**src/rtl/register_file.sv**
```systemverilog
//------------------------------------------------------------------------------
// Module   : register_file
// Brief    : 32x32 RISC-V integer register file, x0 hardwired to zero, two
//            combinational read ports, one synchronous write port, debug read.
//            Optional build macro REGFILE_BYPASS_EN adds write-through
//            forwarding on rd1/rd2 (never on dbg_data).
// Revision : 1.0 - initial release
//------------------------------------------------------------------------------
`default_nettype none

module register_file #(
    parameter int DATA_WIDTH = 32,
    parameter int NUM_REGS   = 32,
    parameter int ADDR_WIDTH = 5
) (
    input  logic                  clk,
    input  logic                  rst,
    input  logic [ADDR_WIDTH-1:0] rs1,
    input  logic [ADDR_WIDTH-1:0] rs2,
    input  logic [ADDR_WIDTH-1:0] rd,
    input  logic [DATA_WIDTH-1:0] wd,
    input  logic                  reg_write,
    output logic [DATA_WIDTH-1:0] rd1,
    output logic [DATA_WIDTH-1:0] rd2,
    input  logic [ADDR_WIDTH-1:0] dbg_addr,
    output logic [DATA_WIDTH-1:0] dbg_data
);

    localparam logic [ADDR_WIDTH-1:0] c_ZERO_IDX = '0;

    logic [DATA_WIDTH-1:0] w_entry [NUM_REGS];
    logic                  w_wr_en;

    generate
        if (ADDR_WIDTH != $clog2(NUM_REGS) || NUM_REGS != (1 << ADDR_WIDTH)) begin : g_param_check
            $error("register_file: NUM_REGS must be a power of two equal to 2**ADDR_WIDTH");
        end
    endgenerate

    // Gating with rst keeps the bypass path quiet during reset as well.
    assign w_wr_en = reg_write && (rd != c_ZERO_IDX) && !rst;

    assign w_entry[0] = '0;

    generate
        for (genvar i = 1; i < NUM_REGS; i++) begin : g_entry
            logic [DATA_WIDTH-1:0] r_q;

            always_ff @(posedge clk or posedge rst) begin
                if (rst) begin
                    r_q <= '0;
                end else if (w_wr_en && (rd == ADDR_WIDTH'(i))) begin
                    r_q <= wd;
                end
            end

            assign w_entry[i] = r_q;
        end
    endgenerate

    always_comb begin
        rd1 = w_entry[rs1];
        rd2 = w_entry[rs2];
`ifdef REGFILE_BYPASS_EN
        if (w_wr_en && (rd == rs1)) begin
            rd1 = wd;
        end
        if (w_wr_en && (rd == rs2)) begin
            rd2 = wd;
        end
`endif
    end

    assign dbg_data = w_entry[dbg_addr];

endmodule

`default_nettype wire

```
**config.mk**
```make
export PLATFORM = sky130hd
export DESIGN_NAME = register_file
export DESIGN_NICKNAME = d
export VERILOG_FILES = /design/src/rtl/register_file.sv
export SDC_FILE = /design/constraint.sdc
export NUM_CORES = 2
export LEC_CHECK = 0
export CORE_ASPECT_RATIO = 1.2
export CORE_UTILIZATION = 45
export DETAILED_ROUTE_END_ITERATION = 7
export PLACE_DENSITY = 0.66
export SLEW_MARGIN = 20
export SYNTH_ARGS = -nofsm -noshare
export SYNTH_HDL_FRONTEND = slang
export SYNTH_SLANG_ARGS = --single-unit
```
**constraint.sdc**
```tcl
create_clock -name clk -period 35.9 [get_ports clk]
set_clock_uncertainty 0.05 [all_clocks]
set_input_delay 5.385 -clock clk [delete_from_list [all_inputs] [get_ports clk]]
set_output_delay 5.385 -clock clk [all_outputs]
set_load 0.03 [all_outputs]
```
# --- Word-level counts from Yosys, hierarchy flattened ---
# Cells that the tools add are included.
op_classes:
  magnitude_cmp: 3
  n_eq_ne: 31
  mux: 9
  n_bitwise: 3
  n_reduce_logical: 35
ops:
  columns: ["op", "count"]
  rows:
  - ["32-bit binary-select mux with 5-bit select", 3]
  - ["32-bit two-way mux", 6]
  - ["5-bit equality test, second input constant", 16]
  - ["5-bit by 4-bit equality test with 1-bit output, second input constant", 8]
  - ["1-bit logical AND", 33]
  - ["5-bit by 3-bit equality test with 1-bit output, second input constant", 4]
  - ["6-bit greater-or-equal comparator, second input constant", 3]
  - ["5-bit inverter with 6-bit output", 3]
  - ["5-bit by 2-bit equality test with 1-bit output, second input constant", 2]
  - ["5-bit by 1-bit equality test with 1-bit output, second input constant", 1]
  - ["5-bit nonzero test", 1]
  - ["1-bit zero test", 1]
totals:
  regBits: 992
  inputBits: 55
  output_inout_bits: 96

# --- Logic depth before layout (Yosys ltp) ---
depth:
  depth_word: 4
  ltp_mapped: 8
  mapped_depth_nobuf: 4

# --- Worst setup path before layout ---
# Ideal clock, no wire load.
synth_path:
  kind: "input-to-output"
  startpoint: "input dbg_addr[2]"
  endpoint: "output dbg_data[10]"
  arrival_ns: 7.234
  required_time_ns: 30.465
  setup_slack_ns: 23.231
  cell_stages: 8
  n_path_buf: 4
  path_cell_list: "buf_2 > buf_2 > buf_2 > nand2_1 > clkbuf_1 > o22ai_1 > a211oi_1 > o31ai_1"
synth_via:
  elab_chain_len: 4
synth_rtl:
  columns: ["element", "line", "text"]
  rows:
  - ["from (decl)", "25", "input logic [ADDR_WIDTH-1:0] dbg_addr,"]
  - ["5-bit inverter with 6-bit output (implied by the code)", "74", "assign dbg_data = w_entry[dbg_addr];"]
  - ["32-bit binary-select mux with 5-bit select", "74", null]
  - ["32-bit two-way mux (implied by the code) (2 in series)", "74", null]
  - ["to (decl)", "26", "output logic [DATA_WIDTH-1:0] dbg_data"]
# No other way between the ends. The select of a mux whose other input is x is not followed.

# --- Worst setup path in the final report ---
layout_path:
  startpoint: "input rs1[1]"
  endpoint: "output rd1[13]"
layout_via:
  elab_chain_len: 4
layout_rtl:
  columns: ["element", "line", "text"]
  rows:
  - ["from (decl)", "18", "input logic [ADDR_WIDTH-1:0] rs1,"]
  - ["5-bit inverter with 6-bit output (implied by the code)", "62", "rd1 = w_entry[rs1];"]
  - ["32-bit binary-select mux with 5-bit select", "62", null]
  - ["32-bit two-way mux (implied by the code) (2 in series)", "62", null]
  - ["to (decl)", "23", "output logic [DATA_WIDTH-1:0] rd1,"]
# No other way between the ends. The select of a mux whose other input is x is not followed.

==> summary.log <==
INFO  power          netSwitchingPower=987.1µW
INFO  timing         max_clock_freq=64.36MHz
INFO  die            pin_count=151
INFO  worst_setup_path reg2reg_to=g_entry[2].r_q[24]
INFO  grt            antenna_found_initial=21
INFO  final_layout   registers.top_by_ff_count=g_entry.r_q
INFO  worst_setup_path rrSetupSlack=35.00ns
INFO  routing        drt_first_iter_violations=4794
INFO  synthesis      ys_top_cells_by_count=sky130_fd_sc_hd__mux2_2 (1037), sky130_fd_sc_hd__dfrtp_1 (992), sky130_fd_sc_hd__mux4_2 (576), sky130_fd_sc_hd__a22o_1 (288), sky130_fd_sc_hd__mux2i_1 (288)
INFO  run_status     outcome=finished clean
INFO  clock_network  clk_latency=0.73ns
INFO  worst_setup_path worstSetupEndpointType=output port
INFO  worst_setup_path r2r_cells=1
INFO  power          switching_share=29.21%
INFO  routing        route.detailed.vias_per_inst=7.026
INFO  place          placedCellCount=5852
INFO  routing        wire_per_inst=35.34µm
INFO  final_layout   post_route_cells_drive_above_1_share=47.41%
INFO  job            timing.max_cap.violations=0
INFO  synthesis      yosysWarningCount=0
INFO  worst_setup_path critical_path.max_stage_delay=0.96ns
INFO  clock_network  cts_hold_buffers=0
INFO  worst_setup_path critPathCapture=rd1[13]
INFO  timing         worstMarginPinSlew=1.249ns
INFO  grt            grt_util_all_layers=31.01%
INFO  routing        drcViolationCount=0
INFO  synthesis      synthFlopType=sky130_fd_sc_hd__dfrtp_1
INFO  synthesis      postSynthRegisterBits=992
INFO  grt            global_route_wire_length_before_repair=310700µm
INFO  routing        antenna_left=0
INFO  worst_setup_path cp_top_family=buffers and inverters
INFO  timing         maxSlewHeadroom=16.52%
INFO  die            floorplan.die_area=138000µm²
INFO  place          numPortBuffers=150
INFO  die            floorplan.die.height=406.7µm
INFO  worst_setup_path crit_buf_inv=4
INFO  die            die-width=339.2µm
INFO  grt            grt_start_max_net_pins=177
INFO  power          seqPwrFrac=41.6%
INFO  synthesis      synth_top_area_cell=sky130_fd_sc_hd__dfrtp_1
INFO  timing         post-route-min-period=15.54ns
INFO  timing         rsz0062_at_grt=false
INFO  worst_setup_path crit_chain=buf_4, buf_4, nor2b_4, buf_4, a22o_1, a211oi_1, o31ai_1, clkdlybuf4s50_1
INFO  die            num_rows=148
INFO  synthesis      postSynth.asyncResetShare=100.0%
INFO  final_layout   largest_register_ffs=992
INFO  final_layout   final_stage_net_count=4222
INFO  die            core_area=135600µm²
INFO  power          worst_ir_drop_vdd=0.00004594V
INFO  place          hpwl_after_detailed_placement=124400µm
INFO  die            initial_utilization=45.31%
INFO  final_layout   reg_top3=g_entry.r_q: 992 flops
INFO  timing         finalCritPeriodShare=43.28%
INFO  clock_network  clockRootBuffer=sky130_fd_sc_hd__clkbuf_16
INFO  synthesis      post_synth_instance_area=61420µm²
INFO  grt            global_route_total_overflow=0
INFO  worst_setup_path crit_path_launch_type=primary input
INFO  timing         fin_hold_ws=0.4725ns
INFO  timing         hold_viol_final=0
INFO  clock_network  cts_sinks=992
INFO  routing        detail_route.wirelength=214500µm
INFO  power          total_power=3.380mW
INFO  worst_setup_path cp.arrival=10.10ns
INFO  worst_setup_path cpMostUsedCell=sky130_fd_sc_hd__buf_4
INFO  power          pwr_dens=49.80nW/µm²
INFO  synthesis      synth-edff-count=0
INFO  synthesis      part_of_the_yosys_area_used_for_sequential_elements=40.42%
INFO  routing        total_number_of_vias=42642
INFO  synthesis      syn-num-nets=4350
INFO  place          post-place-ws=20.51ns
INFO  synthesis      average_cell_area_after_synthesis=14.30µm²
INFO  timing         final.setup.tns=0ns
INFO  final_layout   area_delta_synth_final=10.50%
INFO  timing         setup_ws=20.36ns
INFO  synthesis      synth_cells=4295
INFO  clock_network  tritoncts=yes
INFO  worst_setup_path worstSetupPathDepth=8
INFO  clock_network  post_cts.resized_instances=0
INFO  timing         number_of_failing_setup_endpoints_in_the_final_timing_report=0
INFO  synthesis      synth.most_common_cell=sky130_fd_sc_hd__mux2_2
INFO  clock_network  ctsLongestPathBuffers=3
INFO  power          internal_power=2.393mW
INFO  worst_hold_path hold_class=reg -> reg
INFO  final_layout   stdcell_count=6069
INFO  worst_setup_path required=30.46ns
INFO  clock_network  htree_num_levels=3
INFO  routing        detailedRoute.firstPassIterationCount=7
INFO  worst_setup_path rr_startpoint=g_entry[2].r_q[24]
INFO  place          gp_congestion=0.8597
INFO  worst_setup_path worstPathMaxFanout=42
INFO  synthesis      post_synth_main_area_contributors=sky130_fd_sc_hd__dfrtp_1 (40%), sky130_fd_sc_hd__mux4_2 (21%), sky130_fd_sc_hd__mux2_2 (19%)
INFO  power          p_comb_share=22.0%
INFO  synthesis      post-synth-top-area-fraction=40.42%
INFO  synthesis      yosysUniqueCellTypes=32
INFO  power          leakagePower=29.29nW
INFO  clock_network  cts_buf_count=112
INFO  clock_network  post-cts-setup-buffer-count=0
INFO  timing         final_max_slew_viol_count=0
INFO  grt            number_of_global_route_vias_before_repair=43084
INFO  worst_setup_path critPathSlowestCell=sky130_fd_sc_hd__o31ai_1
INFO  power          clkPwrFrac=36.4%
INFO  clock_network  worst_setup_hold_path_clk_slew=0.06ns
INFO  worst_setup_path critical_setup_path_class=in -> out
INFO  worst_setup_path startpoint_of_the_worst_setup_timing_path=rs1[1]
[area by class of cell]
| class | instances | area (µm²) |
|---|---|---|
| diodes | 4 | 10.01 |
| clock inverters | 52 | 636.9 |
| fillers | 11537 | 67690 |
| repair buffers | 265 | 2342 |
| well taps | 1800 | 2252 |
| inverters | 4 | 22.52 |
| multi-input cells | 2792 | 34450 |
| flip-flops and latches | 992 | 24820 |
| clock buffers | 160 | 3324 |
[cells in the final DEF, fill, tap and decap left out, types with 29 or more instances in the layout]
cell type,netlist,routed
sky130_fd_sc_hd__mux2_2,1037,1037
sky130_fd_sc_hd__dfrtp_1,992,992
sky130_fd_sc_hd__mux4_2,576,576
sky130_fd_sc_hd__mux2i_1,288,288
sky130_fd_sc_hd__a22o_1,288,288
sky130_fd_sc_hd__buf_4,27,117
sky130_fd_sc_hd__clkdlybuf4s50_1,0,116
sky130_fd_sc_hd__clkbuf_16,0,113
sky130_fd_sc_hd__and2_1,99,96
sky130_fd_sc_hd__o22ai_1,96,96
sky130_fd_sc_hd__a211oi_1,96,96
sky130_fd_sc_hd__o21ai_1,95,95
sky130_fd_sc_hd__o31ai_1,96,93
sky130_fd_sc_hd__mux2_1,51,51
sky130_fd_sc_hd__clkbuf_8,0,32
sky130_fd_sc_hd__clkinv_2,0,29
[per-stage QoR]
stage               instance area, µm²  util (%)
floorplan                        61420         -
global placement                 63950     47.18
detailed placement               63950     47.17
CTS                              67910     50.10
global route                     67860     50.06
finish                           67860     50.07
[metal layers]
layer,vias to the layer above,global-route usage (%),wire [µm]
met5,-,0,144
met4,24,15.12,11050
met3,626,7.359,22010
met2,2548,48.23,98890
met1,22616,40.89,82380
li1,16828,-,-
[power by group through the flow]
stage	combinational, mW	clock (mW)	sequential, mW
final	0.743	1.23	1.40
after global routing	0.780	1.29	1.43
after CTS	0.739	1.25	1.40
after detailed placement	0.736	0	1.42
after global placement	0.726	0	1.41
after floorplan	0.551	0	1.38
[worst min-delay path by stage]
stage | startpoint | endpoint | slack (ns) | cells past startpoint
6_report | g_entry[14].r_q[22] | g_entry[14].r_q[22] | 0.47 | 1
5_1_grt | g_entry[28].r_q[31] | g_entry[28].r_q[31] | 0.50 | 1
4_1_cts | g_entry[14].r_q[22] | g_entry[14].r_q[22] | 0.48 | 1
3_5_place_dp | g_entry[14].r_q[22] | g_entry[14].r_q[22] | 0.46 | 1
3_3_place_gp | g_entry[14].r_q[22] | g_entry[14].r_q[22] | 0.45 | 1
2_1_floorplan | g_entry[14].r_q[1] | g_entry[14].r_q[1] | 0.44 | 1
[logic make-up after synthesis]
| kind of cell | Yosys count | synth area share (%) |
|---|---|---|
| AO/OA/AOI/OAI | 672 | 8.214 |
| buffers and inverters | 511 | 3.942 |
| flip-flops | 992 | 40.42 |
| multiplexers | 1952 | 45.77 |
| AND/OR/NAND/NOR | 168 | 1.658 |
No activity file was read; power rests on OpenSTA's default activity.
